`src/rtl/uart_pkg.sv`:
```
// Shared definitions for the UART command master: FSM states,
// parity modes and the parity helper used by tx and rx paths.
package uart_pkg;

    localparam int PARITY_NONE = 0;
    localparam int PARITY_EVEN = 1;
    localparam int PARITY_ODD  = 2;

    localparam int ST_W = 4;

    typedef enum logic [ST_W-1:0] {
        IDLE     = 4'd0,
        TX_START = 4'd1,
        TX_DATA  = 4'd2,
        TX_PAR   = 4'd3,
        TX_STOP  = 4'd4,
        TX_GAP   = 4'd5,
        RX_WAIT  = 4'd6,
        RX_START = 4'd7,
        RX_DATA  = 4'd8,
        RX_PAR   = 4'd9,
        RX_STOP  = 4'd10,
        DONE     = 4'd11
    } state_t;

    // Parity bit that makes the frame even/odd for the given mode
    function automatic logic par_bit(input logic [7:0] d, input int mode);
        par_bit = (mode == PARITY_ODD) ? ~(^d) : ^d;
    endfunction

endpackage

```
`src/rtl/uart_bit_timer.sv`:
```
// Bit-time counter: wraps every CLK_PER_BIT cycles, held at 0 while
// restart is high; mid strobes half a bit in, tick on the last cycle.
module uart_bit_timer #(
    parameter int CLK_PER_BIT = 434
) (
    input  logic clk,
    input  logic rst,
    input  logic restart,
    output logic mid,
    output logic tick
);

    localparam int W = $clog2(CLK_PER_BIT);

    logic [W-1:0] cnt;

    // Free-running bit counter with synchronous restart
    always_ff @(posedge clk or posedge rst) begin
        if (rst) begin
            cnt <= '0;
        end else if (restart) begin
            cnt <= '0;
        end else if (cnt == W'(CLK_PER_BIT - 1)) begin
            cnt <= '0;
        end else begin
            cnt <= cnt + W'(1);
        end
    end

    assign mid  = !restart && (cnt == W'(CLK_PER_BIT / 2));
    assign tick = !restart && (cnt == W'(CLK_PER_BIT - 1));

endmodule

```
`src/rtl/uart_cmd_master.sv`:
```
// UART command master: serialises write/read commands on tx and
// collects read responses from rx. Optional UART_RX_TIMEOUT_EN.
module uart_cmd_master #(
    parameter int CLK_PER_BIT  = 434,
    parameter int CMD_BYTES    = 2,
    parameter int RD_BYTES     = 1,
    parameter int PARITY       = 1,
    parameter int STOP_BITS    = 1,
    parameter int GAP_BITS     = 2,
    parameter int TIMEOUT_BITS = 64
) (
    input  logic                  clk,
    input  logic                  rst,
    input  logic [8*CMD_BYTES-1:0] cmd_in,
    input  logic                  cmd_vld,
    output logic                  cmd_rdy,
    output logic                  tx,
    input  logic                  rx,
    output logic                  rd_vld,
    output logic [8*RD_BYTES-1:0] rd_data,
    output logic [2:0]            rd_err
);

    import uart_pkg::*;

    localparam int MAXB = (CMD_BYTES > RD_BYTES) ? CMD_BYTES : RD_BYTES;
    localparam int BYW  = $clog2(MAXB + 1);
    localparam int NB0  = (GAP_BITS > 8) ? GAP_BITS : 8;
    localparam int NB   = (STOP_BITS > NB0) ? STOP_BITS : NB0;
    localparam int IW   = $clog2(NB);

    state_t state, state_n;

    logic                  mid, tick, restart;
    logic                  rx_m, rx_s, rx_d, fall;
    logic [IW-1:0]         bit_idx;
    logic [BYW-1:0]        byte_idx;
    logic [8*CMD_BYTES-1:0] cmd_q;
    logic                  is_rd;
    logic [7:0]            cur_byte, rx_byte;
    logic [8*RD_BYTES-1:0] rd_acc;
    logic [1:0]            err_q;
    logic                  to_err, to_exp;
    logic                  last_stop, last_bit, tx_last, rx_last, accept;

    uart_bit_timer #(.CLK_PER_BIT(CLK_PER_BIT)) u_timer (
        .clk     (clk),
        .rst     (rst),
        .restart (restart),
        .mid     (mid),
        .tick    (tick)
    );

    assign cur_byte  = cmd_q[8*CMD_BYTES-1 -: 8];
    assign fall      = rx_d & ~rx_s;
    assign last_stop = (bit_idx == IW'(STOP_BITS - 1));
    assign last_bit  = (bit_idx == IW'(7));
    assign tx_last   = is_rd || (byte_idx == BYW'(CMD_BYTES - 1));
    assign rx_last   = (byte_idx == BYW'(RD_BYTES - 1));
    assign accept    = (state == IDLE) && cmd_vld;
    assign restart   = (state == IDLE) || ((state == RX_WAIT) && fall);

    assign cmd_rdy = (state == IDLE);
    assign rd_vld  = (state == DONE);
    assign rd_data = rd_acc;
    assign rd_err  = {to_err, err_q};

    // Two-flop synchroniser plus delayed copy for edge detection
    always_ff @(posedge clk or posedge rst) begin
        if (rst) begin
            rx_m <= 1'b1;
            rx_s <= 1'b1;
            rx_d <= 1'b1;
        end else begin
            rx_m <= rx;
            rx_s <= rx_m;
            rx_d <= rx_s;
        end
    end

    // State register
    always_ff @(posedge clk or posedge rst) begin
        if (rst) state <= IDLE;
        else     state <= state_n;
    end

    // Next-state logic
    always_comb begin
        state_n = state;
        case (state)
            IDLE:     if (cmd_vld) state_n = TX_START;
            TX_START: if (tick) state_n = TX_DATA;
            TX_DATA:  if (tick && last_bit)
                          state_n = (PARITY != PARITY_NONE) ? TX_PAR : TX_STOP;
            TX_PAR:   if (tick) state_n = TX_STOP;
            TX_STOP: begin
                if (tick && last_stop) begin
                    if (is_rd)             state_n = RX_WAIT;
                    else if (tx_last)      state_n = IDLE;
                    else if (GAP_BITS == 0) state_n = TX_START;
                    else                   state_n = TX_GAP;
                end
            end
            TX_GAP:   if (tick && bit_idx == IW'(GAP_BITS - 1)) state_n = TX_START;
            RX_WAIT: begin
                if (fall)        state_n = RX_START;
                else if (to_exp) state_n = DONE;
            end
            RX_START: begin
                if (mid && rx_s) state_n = RX_WAIT;
                else if (tick)   state_n = RX_DATA;
            end
            RX_DATA:  if (tick && last_bit)
                          state_n = (PARITY != PARITY_NONE) ? RX_PAR : RX_STOP;
            RX_PAR:   if (tick) state_n = RX_STOP;
            RX_STOP:  if (mid && last_stop) state_n = rx_last ? DONE : RX_WAIT;
            DONE:     state_n = IDLE;
            default:  state_n = IDLE;
        endcase
    end

    // Serial output decoded from the current state and byte
    always_comb begin
        tx = 1'b1;
        case (state)
            TX_START: tx = 1'b0;
            TX_DATA:  tx = cur_byte[bit_idx[2:0]];
            TX_PAR:   tx = par_bit(cur_byte, PARITY);
            default:  tx = 1'b1;
        endcase
    end

    // Bit index: data bits, stop bits and gap bits within a state
    always_ff @(posedge clk or posedge rst) begin
        if (rst) begin
            bit_idx <= '0;
        end else if (state_n != state) begin
            bit_idx <= '0;
        end else if (tick && (state == TX_DATA || state == RX_DATA ||
                              state == TX_STOP || state == RX_STOP ||
                              state == TX_GAP)) begin
            bit_idx <= bit_idx + IW'(1);
        end
    end

    // Command shifting, byte index, rx assembly and error flags
    always_ff @(posedge clk or posedge rst) begin
        if (rst) begin
            cmd_q    <= '0;
            is_rd    <= 1'b0;
            byte_idx <= '0;
            rx_byte  <= '0;
            rd_acc   <= '0;
            err_q    <= '0;
        end else begin
            if (accept) begin
                cmd_q    <= cmd_in;
                is_rd    <= ~cmd_in[8*CMD_BYTES-1];
                byte_idx <= '0;
                rd_acc   <= '0;
                err_q    <= '0;
            end
            if (state == TX_STOP && tick && last_stop) begin
                if (is_rd) begin
                    byte_idx <= '0;
                end else if (!tx_last) begin
                    byte_idx <= byte_idx + BYW'(1);
                    cmd_q    <= cmd_q << 8;
                end
            end
            if (state == RX_DATA && mid)
                rx_byte <= {rx_s, rx_byte[7:1]};
            if (state == RX_PAR && mid && (rx_s != par_bit(rx_byte, PARITY)))
                err_q[0] <= 1'b1;
            if (state == RX_STOP && mid) begin
                if (!rx_s)
                    err_q[1] <= 1'b1;
                if (last_stop) begin
                    for (int i = 0; i < RD_BYTES; i++)
                        if (byte_idx == BYW'(i))
                            rd_acc[8*(RD_BYTES-1-i) +: 8] <= rx_byte;
                    if (!rx_last)
                        byte_idx <= byte_idx + BYW'(1);
                end
            end
        end
    end

`ifdef UART_RX_TIMEOUT_EN
    localparam int TW = $clog2(TIMEOUT_BITS + 1);

    logic [TW-1:0] to_cnt;

    assign to_exp = tick && (to_cnt == TW'(TIMEOUT_BITS - 1));

    // Per-byte response timeout counted in bit-times while waiting
    always_ff @(posedge clk or posedge rst) begin
        if (rst) begin
            to_cnt <= '0;
            to_err <= 1'b0;
        end else begin
            if (state != RX_WAIT)
                to_cnt <= '0;
            else if (tick)
                to_cnt <= to_cnt + TW'(1);
            if (accept)
                to_err <= 1'b0;
            else if (state == RX_WAIT && !fall && to_exp)
                to_err <= 1'b1;
        end
    end
`else
    logic unused_to;

    assign unused_to = (TIMEOUT_BITS != 0);
    assign to_exp    = 1'b0;
    assign to_err    = 1'b0;
`endif

endmodule
```
`config.mk`:
```
export PLATFORM = sky130hd
export DESIGN_NAME = uart_cmd_master
export DESIGN_NICKNAME = d
export VERILOG_FILES = /design/src/rtl/uart_pkg.sv /design/src/rtl/uart_bit_timer.sv /design/src/rtl/uart_cmd_master.sv
export SDC_FILE = /design/constraint.sdc
export NUM_CORES = 1
export LEC_CHECK = 0
export CAP_MARGIN = 20
export CORE_MARGIN = 2
export CORE_UTILIZATION = 55
export DETAILED_ROUTE_END_ITERATION = 8
export DONT_BUFFER_PORTS = 1
export PLACE_DENSITY_LB_ADDON = 0.1
export SLEW_MARGIN = 30
export SYNTH_ARGS = -nofsm -noshare
export SYNTH_HDL_FRONTEND = slang
export SYNTH_SLANG_ARGS = --single-unit
```
`constraint.sdc`:
```
create_clock -name clk -period 2.67 [get_ports clk]
set_input_delay 0.534 -clock clk [delete_from_list [all_inputs] [get_ports clk]]
set_output_delay 0.534 -clock clk [all_outputs]
set_load 0.05 [all_outputs]
```
# [Yosys cells after proc, flatten, opt, wreduce, memory -nomap -nowiden]
# Cells that the tools add are included.
[word_totals] n_memories=0 output_inout_bits=14 mem_bits_ro=0 ram_bits=0 ff_bits=56 elab_cells=110 latch_bits=0 in_bits=20
[op_classes] n_reduce_logical=30 shift=0 n_eq_ne=18 bitwise_logic=3 n_mul=0 n_lt_le_gt_ge=1 add_sub_neg=3 muxes=42 div=0
[op_table] cell="two-way mux 16 bit" count=4
[op_table] cell="two-way mux 4 bit" count=13
[op_table] cell="one-hot mux 4 bit (11 select lines)" count=1
[op_table] cell="two-way mux 8 bit" count=4
[op_table] cell="two-way mux 9 bit" count=2
[op_table] cell="equality test 4 x 3 -> 1 bit, second input constant" count=4
[op_table] cell="equality test 4 bit, second input constant" count=4
[op_table] cell="logical AND 1 bit" count=16
[op_table] cell="two-way mux 2 bit" count=8
[op_table] cell="parity 8 bit" count=2
[op_table] cell="two-way mux 3 bit" count=4
[op_table] cell="adder 9 x 1 -> 9 bit, second input constant" count=1
[op_table] cell="equality test 9 x 8 -> 1 bit, second input constant" count=1
[op_table] cell="equality test 9 bit, second input constant" count=1
[op_table] cell="equality test 4 x 2 -> 1 bit, second input constant" count=2
[op_table] cell="logical OR 1 bit" count=6
[op_table] cell="equality test 4 x 1 -> 1 bit, second input constant" count=1
[op_table] cell="logical NOT 4 bit" count=1
[op_table] cell="less-than comparator 3 x 4 -> 1 bit, second input constant" count=1
[op_table] cell="two-way mux 1 bit" count=4
[op_table] cell="!= test 4 bit" count=1
[op_table] cell="nonzero test 2 bit" count=2
[op_table] cell="adder 3 x 1 -> 3 bit, second input constant" count=1
[op_table] cell="binary-select mux 1 bit (select 3 bit)" count=1
[op_table] cell="11 further kinds" count=12

# [Longest topological paths before layout]
# Gate-level depths: netlist (run 1).
[logic_depth] depth_word=12 mapped_depth=10 ltp_nobuf=8

# [Hierarchy]
# Synthesis (run 1) repeated with hierarchy kept, for this count alone.
[hier_totals] hier_cells=322 hier_area_um2=3113.0
[modules_own_cells] module="uart_cmd_master" area_each_um2=2611.3 seq_area_each_um2=1179.9 cells_per_inst=272 n_inst=1
[modules_own_cells] module="uart_bit_timer" area_each_um2=501.7 seq_area_each_um2=225.2 cells_per_inst=50 n_inst=1

# [Worst setup path after synthesis (run 1)]
# No wires, ideal clock.
[synth_timing] path_type="reg2out" from="reg bit_idx[1]" to="out tx" arrival_time_ps=1788 slack_ps=348 stages_incl_launch_ff=5 path_buffers=0 t_required_ps=2136 path_cell_list="dfrtp_1 > mux4_2 > nand2_1 > a31oi_1 > or4_1"
[synth_between] elab_chain_cells=3
[synth_rtl] item="start: declaration" line_no="uart_cmd_master.sv:36" text="logic [IW-1:0] bit_idx;"
[synth_rtl] item="start signal: assignment" line_no="uart_cmd_master.sv:142" text="bit_idx <= bit_idx + IW'(1);"
[synth_rtl] item="binary-select mux 1 bit (select 3 bit)" line_no="uart_cmd_master.sv:127" text="TX_DATA: tx = cur_byte[bit_idx[2:0]];"
[synth_rtl] item="two-way mux 1 bit (implied by the code)" line_no="uart_cmd_master.sv:127"
[synth_rtl] item="one-hot mux 1 bit (3 select lines)" line_no="uart_cmd_master.sv:125" text="case (state)"
[synth_rtl] item="end: declaration" line_no="uart_cmd_master.sv:17" text="output logic tx,"
# Every way passes these cells. The select of a mux whose other input is x is not followed.

# [Worst setup path in the final report (run 1)]
# Same ends and word-level chain as after synthesis.

==> out/metrics.yaml, run 1 <==
floorplanning:
  chipHeight_um: 80.26
  ioPinCount: 34
  start_util_pct: 57.37
  die_w_um: 80.26
  dieArea_sq_mm: 0.006441
  num_rows: 27
  core_sq_mm: 0.005574
yosys:
  synthMuxAreaShare_pct: 7.394
  synth-seq-area-share_pct: 43.94
  synth-edff-count: 0
  yosysTopAreaCell: "dfrtp_1"
  synth_compound_area_share_pct: 11.23
  synth-simple-area-share_pct: 21.24
  yosysMostFrequentCell: "dfrtp_1"
  ys.flop_type: "dfrtp_1"
  synth-xor-area-share_pct: 6.573
  syn_area_sq_mm: 0.003198
  ys_ff_latch: 56
  async_reset_ff_share_pct: 100.0
  ys_types: 54
  yosys.area_share.adder_pct: 3.130
  ys.warnings.count: 0
  syn_avg_cell_area_sq_um: 9.780
  synth_top_family_by_area: "simple AND/OR/NAND/NOR gates"
  synth_top_cell_area_share_pct: 41.47
  syn-num-nets: 355
  synth_common_cells: "dfrtp_1 (53), nand2_1 (37), nor2_1 (26)"
  ys_top_cells_by_area: "dfrtp_1 (41%), mux2i_1 (5.6%), xnor2_1 (5.5%)"
  syn_inst: 327
worst_setup_path:
  path_cells: "mux4_2, nand2_1, a31oi_1, or4_4"
  startpoint_type: "flop"
  critical_path_class: "flop to output port"
  reg2reg_setup_slack_ns: 0.32
  crit_arrival_ns: 2.04
  end_kind: "output port"
  slowest_stage: "or4_4"
  cpPeakStageDelay_ns: 0.61
  required_ns: 2.14
  crit_fanout: 5
sta:
  tightest_slew_ns: 0.7487
  period_needed_ns: 2.572
  whs_ns: 0.2061
  max_freq_ghz: 0.3888
  finalHoldViolCount: 0
  period_share_pct: 96.33
  slew_viol_final: 0
  rsz0062_at_grt: "false"
  tns_ns: 0
  setup_ws_ns: 0.09800
  setup_viol: 0
  slew_headroom_pct: 50.03
  fin_skew_ns: 0.009839
cells_and_area:
  register_area_sq_mm: 0.001406
  utilization_pct: 60.47
  fillers: 500
  final_cells: 404
  drive_gt1_share_pct: 14.76
  antenna_cells: 0
  syn_to_final_growth_pct: 5.399
  multi_input_area_sq_mm: 0.001593
  nets: 359
detailed_routing:
  drt_iter0_drc: 166
  num_vias: 2357
  routed_wl_um: 6390
  post-route-drc-count: 0
  viasPerCell: 5.834
  ant_nets: 0
  post_drt_wl_per_cell_um: 15.82
  firstDrtPassIters: 5
outcome:
  status: "completed"
placed_design:
  dp_hpwl_um: 4638
  dp_cells: 396
  gp_congestion: 1.017
  portBuffers: 0
  dp_slack_ns: 0.2309
clocking:
  clk_pin_slew_ns: 0.10
  h-tree-depth: 2
  cts_root_buf: "clkbuf_8"
  cts.sinks: 56
  cts_tree: "yes"
  clk_latency_ns: 0.31
  cts_buffers: 5
  clk_path_buf_depth: 2
  holdBufCountCts: 0
pwr:
  power_density_mw_per_mm2: 408.4
  ir_worst_vdd_v: 0.0002732
  static-leakage-power_nw: 1.490
min_path:
  hold_class: "input port to asynchronous set/reset pin"
global_routing:
  first_global_vias: 2210
  grt_pass1_wl_um: 11060
  gr-usage-all-layers_pct: 22.09
  overflow: 0
  grt_max_degree: 46
  antenna_found_initial: 0
run:
  cap_viol_max_count: 0
-- placed cells by master, fill, tap and decap left out, types with 3 or more instances in the layout --
| cell type | netlist | final |
|---|---|---|
| a21oi_1 | 15 | 15 |
| buf_4 | 4 | 15 |
| clkbuf_8 | 0 | 6 |
| dfrtp_1 | 53 | 52 |
| dfstp_2 | 3 | 3 |
| ha_1 | 8 | 8 |
| inv_1 | 19 | 18 |
| mux2i_1 | 18 | 18 |
| nand2_1 | 37 | 37 |
| nand2_2 | 3 | 3 |
| nand3_1 | 19 | 19 |
| nand4_1 | 4 | 4 |
| nand4b_1 | 3 | 3 |
| nor2_1 | 26 | 26 |
| nor2b_1 | 6 | 6 |
| nor3_1 | 6 | 6 |
| nor4_1 | 3 | 3 |
| o21ai_0 | 4 | 4 |
| o21ai_1 | 8 | 8 |
| o21ai_2 | 8 | 8 |
| xnor2_1 | 20 | 20 |
| xor2_1 | 4 | 4 |
-- sequential cells by signal (all words and copies together) (netlist names) --
| name | flops |
|---|---|
| rx_d | 1 |
| byte_idx | 2 |
| rx_byte | 8 |
| rx_s | 1 |
| state | 4 |
| bit_idx | 3 |
| rx_m | 1 |
| err_q | 2 |
| is_rd | 1 |
| cmd_q | 16 |
| u_timer.cnt | 9 |
| rd_data | 8 |
-- path summary, 6_finish.rpt --
| check | to | start | depth (start not counted) |
|---|---|---|---|
| min reg2reg | rx_s | rx_m | 0 |
| min in group clk | rx_m | rx | 0 |
| max in group asynchronous | u_timer.cnt[0] | rst | 2 |
| max | tx | bit_idx[1] | 4 |
| min | rd_data[7] | rst | 1 |
| max reg2reg | bit_idx[0] | bit_idx[0] | 9 |
-- report_power, final --
group	switching, mW	leakage, nW	internal, mW	total (mW)
clock	0.285	0.0516	0.213	0.498
sequential	0.000727	0.646	0.852	0.852
combinational	0.0213	0.792	0.00526	0.0266
total	0.307	1.49	1.07	1.38
-- final cells by class --
type | instances | area share [%]
clock buffer | 6 | 2.450
clock inverter | 2 | 0.4083
inverter | 19 | 2.153
multi-input combinational | 234 | 47.25
sequential | 56 | 41.72
tap | 72 | 2.673
timing repair buffer | 15 | 3.341
-- repair_timing --
item                       CTS  global route
gates resized for setup      1             1
setup endpoints to repair    1             1
setup buffers                0             0
pin swaps                    0             0
-- metal layers --
layer,GRT usage [%],vias to the layer above,part of all wire [%],routed length [um]
li1,-,1140,-,-
met1,32.97,1123,47,3019
met2,31.75,81,45,2859
met3,5.056,13,6.4,406
met4,7.119,0,1.6,104
met5,0,-,0,0
-- critical path: cells and delay by family (launching register included) --
| kind | cells | cell delay [ns] |
|---|---|---|
| compound gates | 1 | 0.07 |
| mux | 1 | 0.51 |
| simple gates | 2 | 0.69 |
| flops | 1 | 0.45 |
-- through the flow --
stage	power [mW]	cell area, sq um
2_1_floorplan	0.8906	3198
3_3_place_gp	0.8970	3268
3_5_place_dp	0.8970	3268
4_1_cts	1.395	3368
5_1_grt	1.425	3371
6_report	1.376	3371
-- cells by family (layout without fill, tap and decap cells) --
group | after synthesis | after routing
AND/OR/NAND/NOR | 128 | 128
flip-flops | 56 | 56
AO/OA/AOI/OAI | 52 | 52
buffers and inverters | 37 | 42
XOR/XNOR | 24 | 24
multiplexers | 21 | 21
adder cells (fa/ha/maj) | 8 | 8
other | 1 | 1
(Power assumes the default switching activity.)
==> inputs of run 2 (changes only) <==
--- a/config.mk
+++ b/config.mk
@@ -11,6 +11,7 @@
 export DETAILED_ROUTE_END_ITERATION = 8
 export DONT_BUFFER_PORTS = 1
 export PLACE_DENSITY_LB_ADDON = 0.1
+export SKIP_CTS_REPAIR_TIMING = 1
 export SLEW_MARGIN = 30
 export SYNTH_ARGS = -nofsm -noshare
 export SYNTH_HDL_FRONTEND = slang
==> out/metrics.yaml, run 2 (same netlist as run 1, synthesis figures left out) <==
detailed_routing:
  post_drt_wl_per_cell_um: 15.80
  drt_iter0_drc: 167
  viasPerCell: 5.814
  num_vias: 2349
  post-route-drc-count: 0
  ant_nets: 0
  firstDrtPassIters: 5
  routed_wl_um: 6382
pwr:
  power.share.switching_pct: 22.27
  seq_power_share_pct: 61.9
  switchingPower_mw: 0.3065
  ir_worst_vdd_v: 0.0002732
  static-leakage-power_nw: 1.490
  power.share.clock_pct: 36.1
  internal_power_mw: 1.070
  power_density_mw_per_mm2: 408.4
  power_frac_comb_pct: 1.9
  total_power_mw: 1.376
outcome:
  status: "completed"
placed_design:
  dpl_cell_area_sq_mm: 0.003268
  portBuffers: 0
  dp_hpwl_um: 4638
  gp_congestion: 1.017
  dp_cells: 396
worst_setup_path:
  critical_path_class: "flop to output port"
  required_ns: 2.14
  end_kind: "output port"
  startpoint_type: "flop"
  crit_arrival_ns: 2.04
  crit_fanout: 5
clocking:
  cts_root_buf: "clkbuf_8"
  clk_path_buf_depth: 2
  cts_buffers: 5
  clk_latency_ns: 0.31
  cts.sinks: 56
  cts_tree: "yes"
  clk_pin_slew_ns: 0.10
  h-tree-depth: 2
sta:
  period_needed_ns: 2.572
  max_freq_ghz: 0.3888
  tns_ns: 0
  slew_viol_final: 0
  period_share_pct: 96.33
  whs_ns: 0.2061
  finalHoldViolCount: 0
  rsz0062_at_grt: "false"
  setup_viol: 0
  slew_headroom_pct: 50.03
  fin_skew_ns: 0.009839
  tightest_slew_ns: 0.7487
cells_and_area:
  nets: 359
  fillers: 500
  final_cells: 404
  syn_to_final_growth_pct: 5.399
  mostFrequentLayoutCell: "dfrtp_1"
  antenna_cells: 0
  drive_gt1_share_pct: 14.76
  regMostFlops: "cmd_q"
  register_area_sq_mm: 0.001406
  largest_reg_flops: 16
  stdcell_area_sq_mm: 0.003371
  top_regs: "cmd_q x16, u_timer.cnt x9"
  multi_input_area_sq_mm: 0.001593
  most-common-layout-cells: "dfrtp_1 (52), nand2_1 (37), nor2_1 (26), xnor2_1 (20), nand3_1 (19)"
min_path:
  hold_class: "input port to asynchronous set/reset pin"
floorplanning:
  die_w_um: 80.26
  start_util_pct: 57.37
  core_sq_mm: 0.005574
  chipHeight_um: 80.26
  ioPinCount: 34
  num_rows: 27
  dieArea_sq_mm: 0.006441
global_routing:
  first_global_vias: 2201
  gr-usage-all-layers_pct: 22.09
  antenna_found_initial: 0
  grt_max_degree: 46
  overflow: 0
  grt_pass1_wl_um: 11050
run:
  cap_viol_max_count: 0
-- run 2: cell counts in the layout (fill, tap and decap cells not counted) --
Identical to the previous run, type by type.
-- run 2: per-stage QoR --
stage	setup WS, ns	util, %
floorplan	0.3477	-
global placement	0.2701	58.63
detailed placement	0.2309	58.63
CTS	-0.1239	60.36
global route	0.02265	60.47
finish	0.09798	60.47
-- run 2: power by group through the flow --
stage          clock (mW)  sequential [mW]  combinational, mW
2_1_floorplan           0            0.870             0.0211
3_3_place_gp            0            0.869             0.0282
3_5_place_dp            0            0.869             0.0281
4_1_cts             0.515            0.852             0.0280
5_1_grt             0.541            0.853             0.0314
6_report            0.498            0.852             0.0265
-- run 2: critical path, stage by stage, from the launching register on --
cell and delay (ns):
dfrtp_2 0.45, mux4_2 0.51, nand2_1 0.08, a31oi_1 0.07
or4_4 0.61
-- run 2: final timing paths --
check / from / endpoint / slack [ns] / depth (start not counted)
setup / recovery: bit_idx[1] / tx / 0.1 / 4
hold / removal: rst / rd_data[7] / 0.21 / 1
setup reg to reg: bit_idx[0] / bit_idx[0] / 0.32 / 9
hold reg to reg: rx_m / rx_s / 0.36 / 0
max in group asynchronous: rst / u_timer.cnt[0] / 1.87 / 2
min in group clk: rx / rx_m / 0.21 / 0
-- run 2: routing by layer --
metal	up-vias	wire (um)	share of wire (%)	GRT usage [%]
met5	-	0	0	0
met4	0	93	1.5	7.119
met3	9	389	6.1	5.056
met2	75	2865	45	31.50
met1	1125	3034	48	33.19
li1	1140	-	-	-
-- run 2: area by class of cell --
class / instances / area share, %
timing repair buffer: 15 / 3.341
multi-input combinational: 234 / 47.25
sequential: 56 / 41.72
clock buffer: 6 / 2.450
clock inverter: 2 / 0.4083
tap: 72 / 2.673
inverter: 19 / 2.153
